[src/rtl/vector_reg_file.sv]
// CVP14 vector register file: NUM_REGS x (ELEM_WIDTH*NUM_ELEMS) bits, two combinational
// read ports with same-cycle write bypass, one synchronous write port, async clear.
module vector_reg_file #(
    parameter int NUM_REGS   = 8,
    parameter int ELEM_WIDTH = 16,
    parameter int NUM_ELEMS  = 16,
    localparam int REG_W     = ELEM_WIDTH * NUM_ELEMS,
    localparam int ADDR_W    = (NUM_REGS > 1) ? $clog2(NUM_REGS) : 1
) (
    input  logic              clk,
    input  logic              reset,
    input  logic [ADDR_W-1:0] rd_addr_1,
    input  logic [ADDR_W-1:0] rd_addr_2,
    input  logic [ADDR_W-1:0] wr_dst,
    input  logic [REG_W-1:0]  wr_data,
    input  logic              wr_en,
    output logic [REG_W-1:0]  data_1,
    output logic [REG_W-1:0]  data_2
);

    logic [REG_W-1:0] regs_q [NUM_REGS];
    logic [REG_W-1:0] regs_d [NUM_REGS];
    logic             wr_hit_1;
    logic             wr_hit_2;

    // Decode the write by comparing against every valid index, so an
    // out-of-range wr_dst simply matches nothing and the write is dropped.
    always_comb begin
        for (int i = 0; i < NUM_REGS; i++) begin
            regs_d[i] = regs_q[i];
            if (wr_en && (wr_dst == ADDR_W'(i))) begin
                regs_d[i] = wr_data;
            end
        end
    end

    always_ff @(posedge clk or posedge reset) begin
        if (reset) begin
            for (int i = 0; i < NUM_REGS; i++) begin
                regs_q[i] <= '0;
            end
        end else begin
            for (int i = 0; i < NUM_REGS; i++) begin
                regs_q[i] <= regs_d[i];
            end
        end
    end

    // Bypass only for in-range destinations; it stays live during reset so a
    // result produced this cycle is visible even while storage is held clear.
    assign wr_hit_1 = wr_en && (wr_dst == rd_addr_1) && (32'(wr_dst) < NUM_REGS);
    assign wr_hit_2 = wr_en && (wr_dst == rd_addr_2) && (32'(wr_dst) < NUM_REGS);

    always_comb begin
        data_1 = '0;
        data_2 = '0;
        for (int i = 0; i < NUM_REGS; i++) begin
            if (rd_addr_1 == ADDR_W'(i)) begin
                data_1 = regs_q[i];
            end
            if (rd_addr_2 == ADDR_W'(i)) begin
                data_2 = regs_q[i];
            end
        end
        if (wr_hit_1) begin
            data_1 = wr_data;
        end
        if (wr_hit_2) begin
            data_2 = wr_data;
        end
    end

endmodule

[config.mk]
export PLATFORM = sky130hd
export DESIGN_NAME = vector_reg_file
export DESIGN_NICKNAME = d
export VERILOG_FILES = /design/src/rtl/vector_reg_file.sv
export SDC_FILE = /design/constraint.sdc
export NUM_CORES = 2
export LEC_CHECK = 0
export BUFFER_PORTS_ARGS = -buffer_cell sky130_fd_sc_hd__buf_4
export CAP_MARGIN = 25
export CORE_UTILIZATION = 65
export DETAILED_ROUTE_END_ITERATION = 7
export GPL_TIMING_DRIVEN = 0
export PLACE_DENSITY_LB_ADDON = 0.05
export SYNTH_ARGS = -nofsm -noshare
export SYNTH_HDL_FRONTEND = slang
export SYNTH_SLANG_ARGS = --single-unit
[constraint.sdc]
create_clock -name clk -period 186.4 [get_ports clk]
set_input_delay 27.96 -clock clk [delete_from_list [all_inputs] [get_ports clk]]
set_output_delay 27.96 -clock clk [all_outputs]
set_load 0.02 [all_outputs]
==> out/qor.txt <==
DRT antenna net count: 0
setup TNS: 0 ns
Vias: 97700
Leakage: 57.2 nW
top cells by count, synth: dfrtp_1 (2048), mux2_2 (2045), a21oi_1 (1057)
Distinct cells, synth: 38
number of CTS-inserted buffers: 215
Worst VDD drop: 0.00900 mV
simple-gate share of the synthesized area: 6.54%
count leader, synth: dfrtp_1
Clock Sink Count: 2048
Tightest Pin Transition: 1.16 ns
Tcrit/Tclk final: 31.8%
post-synthesis async set-or-reset flop share: 100%
Remaining Overflow, GRT: 0
met3 usage: 15.0%
clk_skew: 0 ns
max_cap viols: 0
CTS tree: built
sw power: 0.000494 W
Flop pwr share: 41.4%
Comb pwr share: 29.1%
most utilized layer in the global route result: met2
PD cells: 11.3 mW/mm²
Top FF cell, synth: dfrtp_1
WHS Endpoint: regs_q[767]
post-synthesis xor/xnor area fraction: 0.0442%
complex-gate fraction of the synthesized area: 11.3%
outcome: completed
PnR worst setup slack: 127.11 ns
Syn Area/Cell: 11.4 µm²
Max Buffers Root-to-Sink: 3
max_slew headroom: 22.9%
via/cell ratio: 7.08
GRT Total Usage: 47.3%
switching portion of total power: 32.7%
sequential share of the synthesized area: 43.1%
internal power: 0.00102 W
ratio of cells with drive above 1 in the final layout: 34.4%
clk_lat worst skew: 0.88 ns
starting DRC count in detailed routing: 12200
Hold Buf Count CTS: 0
Critical Setup Path Class: in -> out
Slew Limit Fails: 0
die width: 430 µm
number of flops mapped to enable cells by yosys: 0
min cycle time layout: 59.29 ns
initial antenna violation count: 86
crit path max fanout: 10
post-synthesis instance area: 0.119 mm²
arrival time at the worst endpoint: 31.33 ns
final net count: 11500
mux contribution to synthesized area: 34.1%
Mapped Nets: 10700
post-synth top area share: 43.1%
Top reg by flops: regs_q
routability cong.: 1.02
post-route cell area: 0.134 mm²
largest registers: regs_q (2048)
die span in y: 430 µm
dpl cell area: 0.127 mm²
WL final: 442000 µm
largest net degree at the start of global routing: 131
Yosys top cell by area: dfrtp_1
Worst-path clk slew: 0.06 ns
worst reg2reg endpoint: regs_q[652]
CP Capture Type: primary output
number of global-route vias before repair: 98200
Remaining DRCs: 0
Post-CTS Setup Inserts: 0
endpoints failing setup: 0
Ports: 780
R2R Setup Slk: 185.54 ns
Avg WL per Cell: 32.1 µm
RSZ-0062 raised after global routing: false
Final Hold Fails: 0
main area contributors after synthesis: dfrtp_1 (43%), mux2_2 (19%), mux4_2 (8.3%)
Mapped Cells: 10400
FF+latch count, synth: 2048
core area: 0.181 mm²
TritonRoute pass-1 iters: 8
first-pass GRT wire length: 647000 µm
max reg flops: 2048
power share of the clock group: 29.4%
CTS root buf: clkbuf_16
Worst Path Required: 158.44 ns
H-tree lvl count: 4
PortBufs: 516
Adder-Cell Fraction of Synth Area: 0%
hold depth: 1
initial core utilization: 65.6%
post-CTS resize count: 0
Min-Delay Path Class: reg -> reg
yosys warns: 0
min-delay src: regs_q[767]
R2R Path Start: regs_q[652]
fmax: 16.9 MHz
area delta synth->final: 12.8%
Place WS: 127.45 ns
largest family of logic cells by synthesized area: multiplexers
Startpoint Class: input port
M1 GR Usage: 58.4%
row count: 156
R2R depth: 1
die area: 0.185 mm²
met2 Use GR: 67.3%
dpl hpwl: 301000 µm
[power groups by stage]
stage | clock (W) | combinational (W) | sequential, W
after floorplan | 0 | 0.000301 | 0.000605
after global placement | 0 | 0.000415 | 0.000622
after detailed placement | 0 | 0.000428 | 0.000627
after CTS | 0.000444 | 0.000431 | 0.000620
after global routing | 0.000461 | 0.000462 | 0.000635
final | 0.000445 | 0.000440 | 0.000626
[worst max path at each step]
stage / from / to / slack, ns
2_1_floorplan: reset / regs_q[0] / 100.59
3_3_place_gp: reset / regs_q[1372] / 79.13
3_5_place_dp: rd_addr_1[1] / data_1[191] / 127.45
4_1_cts: rd_addr_1[1] / data_1[123] / 127.42
5_1_grt: rd_addr_1[1] / data_1[123] / 127.09
6_report: rd_addr_1[1] / data_1[123] / 127.11
[per-stage QoR]
step | hold slack (ns) | std cells | utilization, % | total power, W
6_report | 0.511 | 13800 | 74.0 | 0.00151
5_1_grt | 0.522 | 13800 | 74.0 | 0.00156
4_1_cts | 0.507 | 13700 | 73.9 | 0.00149
3_5_place_dp | 0.494 | 13300 | 70.0 | 0.00106
3_3_place_gp | 0.491 | 13300 | 69.4 | 0.00104
2_1_floorplan | 0.463 | 10400 | - | 0.000905
[final cells by class]
cell class | instances | area (µm²)
antenna | 61 | 153
timing repair buffer | 566 | 4880
sequential | 2048 | 51200
multi-input combinational | 7159 | 61900
tap | 2370 | 2970
clock buffer | 324 | 6450
inverter | 3 | 18.8
clock inverter | 69 | 743
buffer | 1193 | 5800
fill | 12700 | 47000
[cells in the final DEF, fill, tap and decap left out, types with 55 or more instances in the layout]
cell type	n
buf_1	311
clkbuf_16	220
a2111oi_0	254
nand2b_1	513
o21ai_0	316
clkbuf_8	55
mux2i_1	767
buf_2	348
mux4_2	439
dfrtp_1	2048
nand2_1	300
a211oi_1	71
nor2_1	765
a21oi_1	1057
buf_4	629
o21ai_1	237
diode_2	61
nor2b_1	72
mux2_2	2045
clkbuf_1	425
o22a_1	254
[critical path, cell delays in order]
cell      delay (ns)
buf_4           0.13
buf_4           0.19
xnor2_1         0.15
nand4_1         0.45
buf_2           0.92
clkbuf_1        0.70
a21oi_1         0.49
buf_4           0.30
[kinds of logic after synthesis]
family,Yosys count
DFF,2048
buffers and inverters,1196
and+or+nand+nor,1666
muxes,3251
AOI/OAI and AO/OA,2236
xor gates and xnor gates,6
[metal layers]
metal,part of all wire (%),vias up
met3,11,1819
met2,43,6709
li1,-,39700
met1,35,49400
met5,0.081,-
met4,9.7,54
(Power assumes the default switching activity.)
